File: config.mk
export PLATFORM = sky130hd
export DESIGN_NAME = lsu_arbiter
export DESIGN_NICKNAME = d
export VERILOG_FILES = /design/src/rtl/lsu_arbiter.sv
export SDC_FILE = /design/constraint.sdc
export NUM_CORES = 1
export LEC_CHECK = 0
export ABC_AREA = 1
export ABC_CLOCK_PERIOD_IN_PS = 1400
export BUFFER_PORTS_ARGS = -buffer_cell sky130_fd_sc_hd__buf_2
export CAP_MARGIN = 20
export CORE_MARGIN = 2
export CORE_UTILIZATION = 42
export DETAILED_ROUTE_END_ITERATION = 12
export GPL_TIMING_DRIVEN = 1
export HOLD_SLACK_MARGIN = 0.08
export PLACE_DENSITY_LB_ADDON = 0.1
export SETUP_SLACK_MARGIN = 0.02
export SLEW_MARGIN = 20
export SYNTH_ARGS = -nofsm -noshare
export SYNTH_HDL_FRONTEND = slang
export SYNTH_SLANG_ARGS = --single-unit
File: constraint.sdc
create_clock -name clk_i -period 1.4 [get_ports clk_i]
set_input_delay 0.07 -clock clk_i [delete_from_list [all_inputs] [get_ports clk_i]]
set_output_delay 0.07 -clock clk_i [all_outputs]
set_load 0.005 [all_outputs]
File: src/rtl/lsu_arbiter.sv
// lsu_arbiter: round-robin arbiter and fixed issue/capture/respond sequencer sharing the LSU between two requesters.
// Build macro LSU_ARB_FIXED_PRIO_EN: when defined, port 0 always wins a tie.
module lsu_arbiter #(
   parameter int unsigned       ADDR_W    = 32,
   parameter int unsigned       DATA_W    = 32,
   parameter logic [ADDR_W-1:0] PARK_ADDR = '0
) (
   input  logic              clk_i,
   input  logic              rst_i,
   input  logic              req0_valid_i,
   output logic              req0_ready_o,
   input  logic [ADDR_W-1:0] req0_addr_i,
   input  logic [DATA_W-1:0] req0_wdata_i,
   input  logic              req0_we_i,
   output logic              rsp0_valid_o,
   output logic [DATA_W-1:0] rsp0_rdata_o,
   input  logic              req1_valid_i,
   output logic              req1_ready_o,
   input  logic [ADDR_W-1:0] req1_addr_i,
   input  logic [DATA_W-1:0] req1_wdata_i,
   input  logic              req1_we_i,
   output logic              rsp1_valid_o,
   output logic [DATA_W-1:0] rsp1_rdata_o,
   output logic [ADDR_W-1:0] lsu_addr_o,
   output logic [DATA_W-1:0] lsu_st_data_o,
   output logic              lsu_st_en_o,
   input  logic [DATA_W-1:0] lsu_ld_data_i
);

   typedef enum logic [1:0] {IDLE, ISSUE, CAPTURE, RESP} state_e;

   state_e            state_q, state_d;
   logic              gnt_valid, gnt_port, hs;
   logic [ADDR_W-1:0] addr_q;
   logic [DATA_W-1:0] wdata_q;
   logic              we_q, port_q;
   logic [DATA_W-1:0] rdata0_q, rdata1_q;

`ifndef LSU_ARB_FIXED_PRIO_EN
   logic last_grant_q;
`endif

   // NOTE: every always_comb output gets a default first so no path can infer a latch.
   always_comb begin
      gnt_valid = req0_valid_i | req1_valid_i;
      gnt_port  = 1'b0;
      if (req0_valid_i && req1_valid_i) begin
`ifdef LSU_ARB_FIXED_PRIO_EN
         gnt_port = 1'b0;
`else
         gnt_port = ~last_grant_q;
`endif
      end else if (req1_valid_i) begin
         gnt_port = 1'b1;
      end
   end

   // Ready is held low in the reset cycle so no request is accepted and then discarded.
   assign req0_ready_o = (state_q == IDLE) && !rst_i && gnt_valid && !gnt_port;
   assign req1_ready_o = (state_q == IDLE) && !rst_i && gnt_valid &&  gnt_port;
   assign hs = (req0_valid_i && req0_ready_o) || (req1_valid_i && req1_ready_o);

   always_comb begin
      state_d = state_q;
      unique case (state_q)
         IDLE:    if (hs) state_d = ISSUE;
         ISSUE:   state_d = CAPTURE;
         CAPTURE: state_d = RESP;
         RESP:    state_d = IDLE;
         default: state_d = IDLE;
      endcase
   end

   // NOTE: sequential state uses non-blocking assignments only, so every register samples pre-edge values.
   always_ff @(posedge clk_i) begin
      if (rst_i) begin
         state_q  <= IDLE;
         addr_q   <= PARK_ADDR;
         wdata_q  <= '0;
         we_q     <= 1'b0;
         port_q   <= 1'b0;
         rdata0_q <= '0;
         rdata1_q <= '0;
      end else begin
         state_q <= state_d;
         if (hs) begin
            addr_q  <= gnt_port ? req1_addr_i  : req0_addr_i;
            wdata_q <= gnt_port ? req1_wdata_i : req0_wdata_i;
            we_q    <= gnt_port ? req1_we_i    : req0_we_i;
            port_q  <= gnt_port;
         end
         // Stores echo the written word; peripherals may not read back what was stored.
         if (state_q == CAPTURE) begin
            if (port_q) rdata1_q <= we_q ? wdata_q : lsu_ld_data_i;
            else        rdata0_q <= we_q ? wdata_q : lsu_ld_data_i;
         end
      end
   end

`ifndef LSU_ARB_FIXED_PRIO_EN
   always_ff @(posedge clk_i) begin
      if (rst_i)   last_grant_q <= 1'b1;
      else if (hs) last_grant_q <= gnt_port;
   end
`endif

   // Address and store data stay put through CAPTURE: the LSU rewrites output registers on any addressed cycle.
   assign lsu_addr_o    = (state_q == ISSUE || state_q == CAPTURE) ? addr_q : PARK_ADDR;
   assign lsu_st_data_o = wdata_q;
   assign lsu_st_en_o   = (state_q == ISSUE) && we_q && !rst_i;

   assign rsp0_valid_o = (state_q == RESP) && !port_q && !rst_i;
   assign rsp1_valid_o = (state_q == RESP) &&  port_q && !rst_i;
   assign rsp0_rdata_o = rdata0_q;
   assign rsp1_rdata_o = rdata1_q;

endmodule

==> results.cfg, run 1 <==
[worst_hold_path]
min_from = req0_valid_i
hold_path_class = input pin to register

[routing]
wl_per_cell_um = 16.66
dr_wl_met2_mm = 12.81
drtAntennaViolNets = 0
drc = 0
drt-total-wl_mm = 26.44
top_layer_used = met4
vias = 8257
drt-initial-drc-count = 553
first_pass_iters = 6
viasPerCell = 5.203
wl_met1_mm = 10.29
dr_wl_met3_mm = 2.000

[yosys]
synthCells = 927
synthDistinctLibCells = 20
ys_async_sr_fraction_pct = 0
synth_edf_count = 0
synthTopCellsByCount = 338 x nand2_1, 133 x dfxtp_1, 129 x a21oi_1
ys_ff_latch = 133
syn_avg_cell_area_um2 = 6.657
ys_seq_area_share_pct = 43.15
syn_area_um2 = 6171
yosysWarnings = 0
yosysMostFrequentCell = nand2_1
synth_ff_type = dfxtp_1
synth_top_area_cell = dfxtp_1
synth_top_area_share_pct = 43.15
synth_fp_nets = 1098
synth.area.top_cells = dfxtp_1 43%, nand2_1 21%, a21oi_1 10%

[floorplan]
die-area_um2 = 15680
die-height_um = 125.2
core_um2 = 14420
start_util_pct = 42.78
ios = 299
rows = 44
die_x_um = 125.2

[cts]
cts-htree-levels = 4
clk_latency_ns = 0.42
path_clk_slew_ns = 0.05
clockRootBuffer = clkbuf_16
clk_path_buf_depth = 2
cts_tree = built
clkSinkCount = 133
cts_buffers = 17

[global_route]
grt_pass1_vias = 7850
grt_max_degree = 70
grt_pass1_wl_mm = 38.90
antenna_found_initial = 1
overflow = 0
grt_usage_pct = 30.59

[sta]
slew_viol_final = 0
rsz0062_at_grt = true
hold_violations = 0
min_period_ns = 1.603
skew_ns = 0.008297
final-setup-viol-count = 113
tightest_slew_ns = 0.6718
fmax_ghz = 0.6239
min_period_over_period_pct = 114.5
timing.final.ws_setup_ns = -0.2028
hold_slack_ns = 0.1056
slew_headroom_pct = 54.74

[status]
violations = negative setup slack
status = complete, but fails checks

[worst_setup_path]
r2r-start = state_q[0]
crit_fanout = 7
startpoint_type = register
cp-end-kind = output port
startpoint = state_q[1]
worstPathArrival_ns = 1.53
cp.required_ns = 1.33
crit_type = register to output port

[run]
cap_violations = 0

[placed_design]
numPortBuffers = 298
gp_congestion = 0.8127
dp_hpwl_mm = 13.32

[cells_and_area]
final_nets = 1563
final_util_pct = 76.89
drive_gt1_share_pct = 32.81
seq_area_um2 = 2666
multi_input_area_um2 = 3136
syn2layout_area_growth_pct = 79.72
fillers = 1043

[pwr]
irDropWorstVdd_mv = 1.287
powerDensity_nw_per_um2 = 1495
leakage_uw = 0.005585
[power by group]
| group | total (µW) | internal (µW) | switching [µW] | leakage [µW] |
|---|---|---|---|---|
| logic | 7090 | 3510 | 3580 | 0.00422 |
| clock network | 4490 | 2870 | 1630 | 0.000281 |
| registers | 5000 | 4510 | 488 | 0.00108 |
| total | 16600 | 10900 | 5690 | 0.00559 |
[critical path, cell delays in order (launching register included)]
cell       delay, ns
dfxtp_2         0.33
inv_2           0.05
ha_4            0.33
clkbuf_16       0.20
nand2_2         0.05
inv_1           0.04
buf_2           0.12
[state kept, by name, indices dropped and copies added (netlist names)]
register and count:
rsp0_rdata_o 32, lsu_st_data_o 32, addr_q 32, last_grant_q 1, state_q 2, port_q 1
rsp1_rdata_o 32, we_q 1
[area by class of cell]
cell class | instances | area share [%]
antenna | 1 | 0.02256
clock inverter | 8 | 1.151
timing repair buffer | 519 | 37.59
tap | 184 | 2.076
multi-input combinational | 646 | 28.27
clock buffer | 21 | 4.152
sequential | 133 | 24.04
inverter | 75 | 2.696
[stage by stage]
| stage | worst slack, ns | power, µW | cell area (µm²) | cells | TNS, ns |
|---|---|---|---|---|---|
| after floorplan | 0.02445 | 7408 | 6171 | 927 | 0 |
| after detailed placement | -0.03008 | 9282 | 7841 | 1359 | -0.1452 |
| after global placement | 0.007412 | 9249 | 7841 | 1359 | 0 |
| after global routing | -0.2553 | 17360 | 11090 | 1587 | -19.47 |
| after CTS | -0.2357 | 15280 | 10560 | 1570 | -10.36 |
| final | -0.2028 | 16580 | 11090 | 1587 | -10.72 |
[repair_timing]
item | CTS | global route
resized for setup | 51 | 107
hold buffers | 163 | 0
endpoints found under the setup margin | 102 | 169
hold endpoints to repair | 130 | 0
buffers inserted | 11 | 9
pin swaps | 7 | 9
cloned | 9 | 10
[kinds of logic after synthesis]
group           after synthesis  share of synthesized area [%]
buf+inv                     148                          10.60
simple gates                413                          26.70
fa+ha+maj                     5                          1.014
compound gates              228                          18.53
flops                       133                          43.15
[layer usage]
metal | vias to the layer above | GRT usage, %
met4 | 0 | 18.30
met2 | 470 | 51.05
li1 | 3911 | -
met1 | 3766 | 35.56
met3 | 110 | 7.488
met5 | - | 0
[placed cells by master (no fill, tap or decap), drive strengths merged]
cell and instances:
nand3 66, clkinvlp 2, nand2 339, diode 1
buf 344, a31oi 2, o21ai 97, dlygate4sd3 163
bufbuf 4, clkinv 4, clkbuf 29, bufinv 3
ha 5, dfxtp 133, inv 74, a21oi 129
nor2 8
[path summary, 6_finish.rpt]
path / endpoint / slack (ns) / cells past startpoint
worst min register to register: addr_q[12] / 0.46 / 2
worst max register to register: rsp0_rdata_o[0] / -0.13 / 9
worst max-delay path: lsu_addr_o[26] / -0.20 / 6
worst min-delay path: state_q[0] / 0.11 / 5
Note: power is estimated with default switching activity, not from simulation.
==> inputs of run 2 (changes only) <==
--- a/config.mk
+++ b/config.mk
@@ -15,7 +15,6 @@
 export GPL_TIMING_DRIVEN = 1
 export HOLD_SLACK_MARGIN = 0.08
 export PLACE_DENSITY_LB_ADDON = 0.1
-export SETUP_SLACK_MARGIN = 0.02
 export SLEW_MARGIN = 20
 export SYNTH_ARGS = -nofsm -noshare
 export SYNTH_HDL_FRONTEND = slang
==> results.cfg, run 2 (synthesized netlist as in run 1, its figures left out) <==
[floorplan]
rows = 44
core_um2 = 14420
die-height_um = 125.2
die_x_um = 125.2
start_util_pct = 42.78
ios = 299
die-area_um2 = 15680

[worst_setup_path]
worstPathArrival_ns = 1.53
cp-end-kind = output port
crit_fanout = 7
startpoint_type = register
path_cells = inv_2, ha_4, clkbuf_16, nand2_2, inv_1, buf_2
r2r-end = addr_q[15]
critPathBufInv = 4
cp_top_family = buffers and inverters
cp.required_ns = 1.33
r2r-start = state_q[0]
slowest_stage = ha_4
crit_type = register to output port
worst-r2r-cell-count = 9
cpPeakStageDelay_ns = 0.34
ff2ff_setup_slack_ns = -0.10

[sta]
hold_violations = 0
timing.final.ws_setup_ns = -0.2037
min_period_over_period_pct = 114.6
tightest_slew_ns = 0.5500
slew_viol_final = 0
rsz0062_at_grt = true
slew_headroom_pct = 62.95
final-setup-viol-count = 104
skew_ns = 0.007859
fmax_ghz = 0.6235
min_period_ns = 1.604

[global_route]
grt_usage_pct = 29.77
grt_max_degree = 70
grt_pass1_vias = 7762
overflow = 0
grt_pass1_wl_mm = 37.92
antenna_found_initial = 1

[cts]
clk_path_buf_depth = 2
cts_buffers = 17
clockRootBuffer = clkbuf_16
path_clk_slew_ns = 0.05
cts_tree = built
clk_latency_ns = 0.42
clkSinkCount = 133
cts-htree-levels = 4

[status]
violations = negative setup slack
status = complete, but fails checks

[routing]
first_pass_iters = 5
wl_per_cell_um = 16.42
drc = 0
vias = 8194
drt-total-wl_mm = 25.97
drtAntennaViolNets = 0
drt-initial-drc-count = 477
viasPerCell = 5.180

[worst_hold_path]
min_to = state_q[0]
hold_path_class = input pin to register
hold_depth = 5
min_from = req0_valid_i

[cells_and_area]
final_cell_mix = 315 x nand2_1, 284 x buf_2, 163 x dlygate4sd3_1
layout_commonest_cell = nand2_1
fillers = 1050
final_nets = 1558
fin_cells = 1582
drive_gt1_share_pct = 33.07
syn2layout_area_growth_pct = 78.79

[placed_design]
dp_hpwl_mm = 13.32
dp_cells = 1359
gp_congestion = 0.8127
numPortBuffers = 298
preCtsSetupSlack_ns = -0.03008

[pwr]
powerDensity_nw_per_um2 = 1483
leakage_uw = 0.005550
irDropWorstVdd_mv = 1.268

[run]
cap_violations = 0
[run 2: cell count changes in the layout (fill, tap and decap cells not counted), sizes merged]
| cell | delta |
|---|---|
| buf | -5 |
| inv | +1 |
| clkinv | -1 |
[run 2: worst register-to-register path, stage by stage, from the launching register on]
cell,delay [ns]
dfxtp_2,0.32
inv_2,0.07
ha_4,0.15
nand2_4,0.05
nor2_4,0.16
inv_4,0.06
buf_4,0.16
bufbuf_16,0.29
nand2_1,0.07
a21oi_1,0.06
[run 2: through the flow]
stage / util, % / setup TNS [ns] / hold WS [ns] / instance area [µm²] / total power [µW]
after floorplan: - / 0 / 0.2871 / 6171 / 7408
after global placement: 54.36 / 0 / 0.3912 / 7841 / 9249
after detailed placement: 54.36 / -0.1452 / 0.3913 / 7841 / 9282
after CTS: 72.01 / -10.30 / 0.09128 / 10390 / 14910
after global routing: 76.49 / -18.33 / 0.1252 / 11030 / 17140
final: 76.49 / -9.270 / 0.1065 / 11030 / 16370
[run 2: report_power, final]
part	total, µW	internal, µW	switching (µW)
sequential	4990	4510	484
clock	4490	2870	1620
combinational	6890	3370	3520
[run 2: how the worst max path moves through the flow]
stage	endpoint	depth (start not counted)	slack, ns	start
floorplan	rsp0_rdata_o[10]	7	0.02	state_q[0]
detailed placement	rsp1_rdata_o[23]	7	-0.03	state_q[0]
finish	lsu_addr_o[26]	6	-0.20	state_q[1]
global placement	rsp1_rdata_o[23]	7	0.007	state_q[0]
CTS	req0_ready_o	8	-0.24	state_q[1]
global route	lsu_addr_o[26]	6	-0.26	state_q[1]
[run 2: layer usage]
metal,share of wire (%),track usage (%),vias to the layer above
met5,0,0,-
met4,5.0,18.82,0
met3,7.1,7.916,109
met2,48,48.75,430
met1,40,34.61,3762
li1,-,-,3893
[run 2: timing repair]
action | 4_1_cts | 5_1_grt
buffers inserted | 6 | 9
hold endpoints to repair | 130 | 0
hold buffers | 163 | 0
endpoints found under the setup margin | 59 | 166
pin swaps | 5 | 8
resized for setup | 37 | 133
gates cloned | 7 | 10
[run 2: area by class of cell]
type                       instances  area, µm²  area share, %
timing repair buffer             514       4101          37.17
antenna                            1      2.502        0.02268
clock buffer                      21      460.4          4.173
clock inverter                     8      127.6          1.157
sequential                       133       2666          24.17
tap                              184      230.2          2.087
inverter                          75      291.5          2.642
multi-input combinational        646       3153          28.58
==> inputs of run 3 (changes only) <==
--- a/config.mk
+++ b/config.mk
@@ -11,6 +11,7 @@
 export CAP_MARGIN = 20
 export CORE_MARGIN = 2
 export CORE_UTILIZATION = 42
+export CTS_BUF_LIST = sky130_fd_sc_hd__clkbuf_16
 export DETAILED_ROUTE_END_ITERATION = 12
 export GPL_TIMING_DRIVEN = 1
 export HOLD_SLACK_MARGIN = 0.08
==> results.cfg, run 3 (synthesized netlist as in run 1, its figures left out) <==
[sta]
final-setup-viol-count = 104
hold_violations = 0
fmax_ghz = 0.6353
rsz0062_at_grt = true
min_period_ns = 1.574
slew_viol_final = 0
min_period_over_period_pct = 112.4
slew_headroom_pct = 60.96
timing.final.ws_setup_ns = -0.1742
hold_slack_ns = 0.1115
tightest_slew_ns = 0.5795
skew_ns = 0.008488

[cts]
clk_latency_ns = 0.41
clk_path_buf_depth = 2
clockRootBuffer = clkbuf_16
cts_buffers = 17
path_clk_slew_ns = 0.05
cts_tree = built
clkSinkCount = 133
cts-htree-levels = 4

[status]
violations = negative setup slack
status = complete, but fails checks

[routing]
viasPerCell = 5.176
drt-total-wl_mm = 25.84
wl_per_cell_um = 16.34
drtAntennaViolNets = 0
drc = 0
first_pass_iters = 6
vias = 8183
drt-initial-drc-count = 433

[floorplan]
rows = 44
start_util_pct = 42.78
ios = 299
die-area_um2 = 15680
core_um2 = 14420
die-height_um = 125.2
die_x_um = 125.2

[worst_setup_path]
slowest_stage = dfxtp_2
crit_type = register to output port
startpoint_type = register
worstPathArrival_ns = 1.50
cp.required_ns = 1.33
ff2ff_setup_slack_ns = -0.09
cpPeakStageDelay_ns = 0.33
path_cells = inv_2, ha_4, buf_12, nand2_1, inv_1, buf_2
cp-end-kind = output port
crit_fanout = 14

[cells_and_area]
final_nets = 1557
syn2layout_area_growth_pct = 75.69
final_cell_mix = 326 x nand2_1, 294 x buf_2, 163 x dlygate4sd3_1
drive_gt1_share_pct = 31.23
final_util_pct = 75.16
layout_commonest_cell = nand2_1

[run]
cap_violations = 0

[pwr]
internal-power_uw = 10420
comb_power_share_pct = 40.9
leakage_uw = 0.005446
powerDensity_nw_per_um2 = 1456
clkPwrFrac_pct = 27.6
power_switching_uw = 5365
p_sw_share_pct = 33.98
power_frac_seq_pct = 31.5
irDropWorstVdd_mv = 1.228

[global_route]
grt_pass1_vias = 7773
grt_usage_pct = 29.88
grt_pass1_wl_mm = 38.09
grt_max_degree = 70
antenna_found_initial = 1
overflow = 0

[placed_design]
dp_hpwl_mm = 13.32
numPortBuffers = 298
gp_congestion = 0.8127

[worst_hold_path]
hold_path_class = input pin to register
run 3: cell count changes in the layout (fill, tap and decap cells not counted), moves of 10 or more:
| cell | change |
|---|---|
| nand2_1 | +11 |
| inv_2 | -12 |
| nand2_4 | -12 |
| buf_2 | +10 |
| buf_6 | -11 |
| inv_1 | +14 |
run 3: worst max-delay path: cells and delay by family (launching register included):
kind	cells	cell delay, ns
buffers and inverters	4	0.40
and+or+nand+nor	1	0.05
adders and majority gates	1	0.32
DFF	1	0.33
run 3: timing repair:
item / CTS / global route
setup endpoints to repair: 60 / 165
hold buffers: 163 / 0
setup buffers: 6 / 9
hold endpoints to repair: 130 / 0
pin swaps: 5 / 5
resized for setup: 39 / 87
gates cloned: 7 / 9
run 3: path summary, 6_finish.rpt:
check	startpoint	endpoint	cells after the start
max	state_q[1]	lsu_addr_o[16]	6
min	req0_valid_i	state_q[0]	5
max reg2reg	state_q[0]	lsu_st_data_o[29]	9
min reg2reg	addr_q[29]	addr_q[29]	2
run 3: power groups by stage:
stage | clock (µW) | combinational, µW | sequential, µW
after floorplan | 0 | 2450 | 4960
after global routing | 4560 | 6950 | 5040
after global placement | 0 | 4280 | 4970
after CTS | 4400 | 5470 | 4910
after detailed placement | 0 | 4310 | 4970
final | 4360 | 6460 | 4970
run 3: metal layers:
layer	up-vias	part of all wire [%]	global-route usage, %
li1	3887	-	-
met1	3718	39	35.01
met2	457	47	48.95
met3	121	7.8	7.959
met4	0	5.5	18.17
met5	-	0	0
run 3: metrics by stage:
step	area, µm²	worst slack (ns)	total power, µW	setup TNS, ns	cells
3_3_place_gp	7841	0.007412	9249	0	1359
3_5_place_dp	7841	-0.03008	9282	-0.1452	1359
2_1_floorplan	6171	0.02445	7408	0	927
5_1_grt	10840	-0.2486	16560	-17.94	1581
6_report	10840	-0.1742	15790	-8.649	1581
4_1_cts	10370	-0.2344	14790	-10.32	1563
run 3: final cells by class:
type / instances / area, µm²
diodes: 1 / 2.502
clock buffers: 17 / 425.4
clock inverters: 12 / 142.6
fillers: 1084 / 3582
inverters: 75 / 291.5
multi-input cells: 646 / 3065
flip-flops and latches: 133 / 2666
well taps: 184 / 230.2
repair buffers: 513 / 4018
